<file path="src/rtl/ram8_16_if.sv">
// Bus bundle for the 8x16 word memory: write data, write enable, word select
// and the combinational read word.
interface ram8_16_if;
  logic [15:0] in;
  logic        load;
  logic [2:0]  address;
  logic [15:0] out;

  modport master (
    output in,
    output load,
    output address,
    input  out
  );

  modport slave (
    input  in,
    input  load,
    input  address,
    output out
  );
endinterface

</file>
<file path="src/rtl/ram8_16.sv">
// Eight 16-bit word registers with one-hot write steering and a zero-latency
// combinational read of the addressed word; writes become visible after the edge.
module ram8_16 (
  input  logic      clk,
  input  logic      reset,
  ram8_16_if.slave  bus
);
  logic [7:0]       load_sel;
  logic [7:0][15:0] word_q;

  // Fan the write strobe out to exactly one word.
  always_comb begin
    load_sel              = '0;
    load_sel[bus.address] = bus.load;
  end

  generate
    for (genvar gi = 0; gi < 8; gi++) begin : g_word
      logic [15:0] word_reg;
      logic [15:0] word_next;

      assign word_next = load_sel[gi] ? bus.in : word_reg;

      // Reset takes priority over a write landing on the same edge.
      always_ff @(posedge clk) begin
        if (reset) begin
          word_reg <= '0;
        end else begin
          word_reg <= word_next;
        end
      end

      assign word_q[gi] = word_reg;
    end
  endgenerate

  assign bus.out = word_q[bus.address];
endmodule

</file>
<file path="src/flat_wrapper.sv">
// flat-port wrapper written by rule: the top's interface ports become plain ports
module ram8_16_flat 
  (clk, reset, bus_in, bus_load, bus_address, bus_out);
  ram8_16_if bus_i ();
  input  logic clk;
  input  logic reset;
  input wire logic [$bits(bus_i.in)-1:0] bus_in;
  input wire logic [$bits(bus_i.load)-1:0] bus_load;
  input wire logic [$bits(bus_i.address)-1:0] bus_address;
  output wire logic [$bits(bus_i.out)-1:0] bus_out;
  assign bus_i.in = bus_in;
  assign bus_i.load = bus_load;
  assign bus_i.address = bus_address;
  assign bus_out = bus_i.out;
  ram8_16 u_core (.clk(clk), .reset(reset), .bus(bus_i));
endmodule
</file>
<file path="config.mk">
export PLATFORM = sky130hd
export DESIGN_NAME = ram8_16_flat
export DESIGN_NICKNAME = d
export VERILOG_FILES = /design/src/rtl/ram8_16_if.sv /design/src/rtl/ram8_16.sv /design/src/flat_wrapper.sv
export SDC_FILE = /design/constraint.sdc
export NUM_CORES = 1
export LEC_CHECK = 0
export ABC_CLOCK_PERIOD_IN_PS = 4650
export CAP_MARGIN = 20
export CORE_MARGIN = 3
export CORE_UTILIZATION = 44
export DETAILED_ROUTE_END_ITERATION = 8
export PLACE_DENSITY_LB_ADDON = 0.3
export SLEW_MARGIN = 20
export SYNTH_ARGS = -nofsm -noshare
export SYNTH_HDL_FRONTEND = slang
export SYNTH_SLANG_ARGS = --single-unit
</file>
<file path="constraint.sdc">
create_clock -name clk -period 4.65 [get_ports clk]
set_input_delay 0.93 -clock clk [delete_from_list [all_inputs] [get_ports clk]]
set_output_delay 0.93 -clock clk [all_outputs]
set_load 0.05 [all_outputs]
</file>
==> flow_summary.yaml <==
status:
  outcome: "finished, final reports clean"
setup_path:
  cp_slowest_cell: "mux4_2"
  critPathMaxFanout: 37
  r2r_setup_slack_ns: 3.97
  worstSetupPathType: "in -> out"
  crit-reg2reg-launch: "u_core.g_word[7].word_reg[3]"
  cp.required_ns: 3.72
  timing.rr.end: "u_core.g_word[7].word_reg[3]"
  worstRegToRegCells: 2
  crit_chain: "buf_2, buf_12, mux4_2, mux2_2, buf_4"
  worstPathArrival_ns: 2.71
  cpPeakStageDelay_ns: 0.53
  critPathCaptureType: "output port"
  cp-start-kind: "primary input"
placed_design:
  hpwl_um: 9250
  dpl.cell_count: 797
  globalplace.congestion: 0.754
  pre_cts_ws_ns: 0.964
  io_buffer_count: 37
detailed_routing:
  postRouteAntennaNets: 0
  wl_met2_um: 7120
  wirelength_um: 15300
  highest_layer: "met4"
  first_iter_violations: 357
  viasPerCell: 5.67
  drt-met1-wl_um: 6460
  wl_per_cell_um: 18.4
  drc: 0
  wl_met3_um: 1200
  vias: 4696
  drt_pass1_iterations: 5
min_path:
  whs_endpoint: "u_core.g_word[3].word_reg[15]"
  min_path_type: "reg -> reg"
  min_from: "u_core.g_word[3].word_reg[15]"
  hold_path_depth: 2
cts:
  cts_setup_buffers: 0
  cts_sinks: 128
  tritoncts: "built"
  ctsResizeCount: 0
  cts-root-buf: "clkbuf_16"
  clk_pin_slew_ns: 0.05
  clk_latency_ns: 0.41
  cts_hold_buf: 0
  numCtsBuffers: 17
  clk_path_buf_depth: 2
  htree_levels: 4
finish:
  stdcell_count: 828
  diodes: 0
  layout.nets: 671
  final_cell_mix: "nand2_1, a21oi_1, dfxtp_1, mux4_2, buf_4"
  layout_commonest_cell: "nand2_1"
  fillers: 1141
  final_layout_size_suffix_gt1_frac: 0.158
  largest_reg_flops: 128
  area_growth_syn_to_layout_pct: 14.8
  ff_latch_area_um2: 2560
  multi_input_comb_area_um2: 2740
synth:
  ys_seq_area_frac: 0.453
  yosysWarnings: 0
  synthSimpleGateAreaFrac: 0.204
  synth_cell_type_count: 29
  synth_top_family_by_area: "simple AND/OR/NAND/NOR gates"
  netlist_instances: 654
  synth_xor_xnor_area_share: 0
  ys_seq_elements: 128
  syn_area_um2: 5660
  synth-compound-area-share: 0.118
  muxShareOfSynthArea: 0.155
  syn-num-nets: 676
  synth_fa_ha_area_frac: 0
  avgSynthCellArea_um2: 8.65
sta:
  tns_ns: 0
  max_freq_mhz: 275
  drv_slew: 0
  relSlewSlack: 0.262
  rsz0062_at_grt: "false"
  timing.final.crit_share: 0.783
  timing.final.ws_setup_ns: 1.01
  setup_violations: 0
  hold_viol_final: 0
  min_period_ns: 3.64
  fin_skew_ns: 0
  tightest_slew_ns: 1.10
die:
  die_y_um: 119
  num_rows: 40
  pin_count: 38
  dieArea_um2: 14300
  die_width_um: 119
  initial_core_util: 0.460
  core_area_um2: 12300
global_routing:
  grt_max_degree: 102
  antenna_found_initial: 0
  track_usage: 0.215
  grt_pass1_wl_um: 24000
  grt_overflow: 0
  grt_pass1_vias: 4532
pwr:
  cellLeakagePower_uw: 0.00224
  power_density_nw_per_um2: 395
  vdd_drop_max_uv: 295
job:
  cap_violations: 0
==> worst max-delay path by stage <==
stage	endpoint	startpoint
after floorplan	bus_out[14]	bus_address[2]
after global routing	bus_out[15]	bus_address[0]
after detailed placement	bus_out[14]	bus_address[1]
after global placement	bus_out[15]	bus_address[0]
after CTS	bus_out[14]	bus_address[1]
final	bus_out[15]	bus_address[0]
==> layer usage <==
layer | global-route usage | up-vias
li1 | - | 2183
met2 | 0.333 | 199
met5 | 0 | -
met4 | 0.104 | 0
met1 | 0.285 | 2276
met3 | 0.0499 | 38
==> kinds of logic after synthesis <==
group	count (synthesis)
buffers and inverters	72
muxes	47
and+or+nand+nor	276
DFF	128
AOI/OAI and AO/OA	131
==> cells in the mapped netlist <==
| library cell | number | share of area |
|---|---|---|
| a21oi_1 | 128 | 0.11 |
| a221oi_1 | 2 | 0.0031 |
| and4_1 | 1 | 0.0015 |
| and4b_1 | 3 | 0.0053 |
| buf_1 | 1 | 0.00066 |
| buf_12 | 2 | 0.0071 |
| buf_2 | 16 | 0.014 |
| buf_4 | 17 | 0.023 |
| buf_6 | 1 | 0.0020 |
| clkbuf_1 | 32 | 0.021 |
| clkbuf_2 | 2 | 0.0018 |
| dfxtp_1 | 128 | 0.45 |
| inv_1 | 1 | 0.00066 |
| mux2_2 | 13 | 0.026 |
| mux2_4 | 2 | 0.0053 |
| mux2i_1 | 2 | 0.0035 |
| mux4_1 | 2 | 0.0093 |
| mux4_2 | 28 | 0.11 |
| nand2_1 | 257 | 0.17 |
| nand4_1 | 1 | 0.0011 |
| nand4b_1 | 3 | 0.0046 |
| nand4bb_1 | 2 | 0.0040 |
| nor2b_1 | 2 | 0.0022 |
| nor4b_4 | 1 | 0.0042 |
| nor4bb_1 | 3 | 0.0053 |
| o221ai_1 | 1 | 0.0015 |
| or3_1 | 1 | 0.0011 |
| or4b_2 | 1 | 0.0018 |
| or4bb_1 | 1 | 0.0020 |
==> layout make-up <==
| class | instances | area share |
|---|---|---|
| clock buffer | 24 | 0.0757 |
| clock inverter | 6 | 0.00886 |
| inverter | 1 | 0.000578 |
| multi-input combinational | 454 | 0.422 |
| sequential | 128 | 0.394 |
| tap | 168 | 0.0324 |
| timing repair buffer | 47 | 0.0659 |
==> where the power goes <==
part	leakage, µW	switching (µW)	internal (µW)	total [µW]
Combinational	0.000933	127	74.1	201
Clock	0.000272	455	781	1240
Sequential	0.00104	11.8	1120	1130
==> critical path: cells and delay by family <==
| kind | cells | cell delay [ns] |
|---|---|---|
| buffers and inverters | 3 | 0.93 |
| muxes | 2 | 0.83 |
==> stage by stage <==
stage	hold slack (ns)	total power [µW]	cell area, µm²	utilization
after floorplan	0.432	1300	5660	-
after global placement	0.437	1350	5930	0.482
after detailed placement	0.443	1350	5930	0.482
after CTS	0.451	2580	6480	0.526
after global routing	0.470	2640	6500	0.528
final	0.450	2570	6500	0.528
Power figures use the tool's default switching activity.
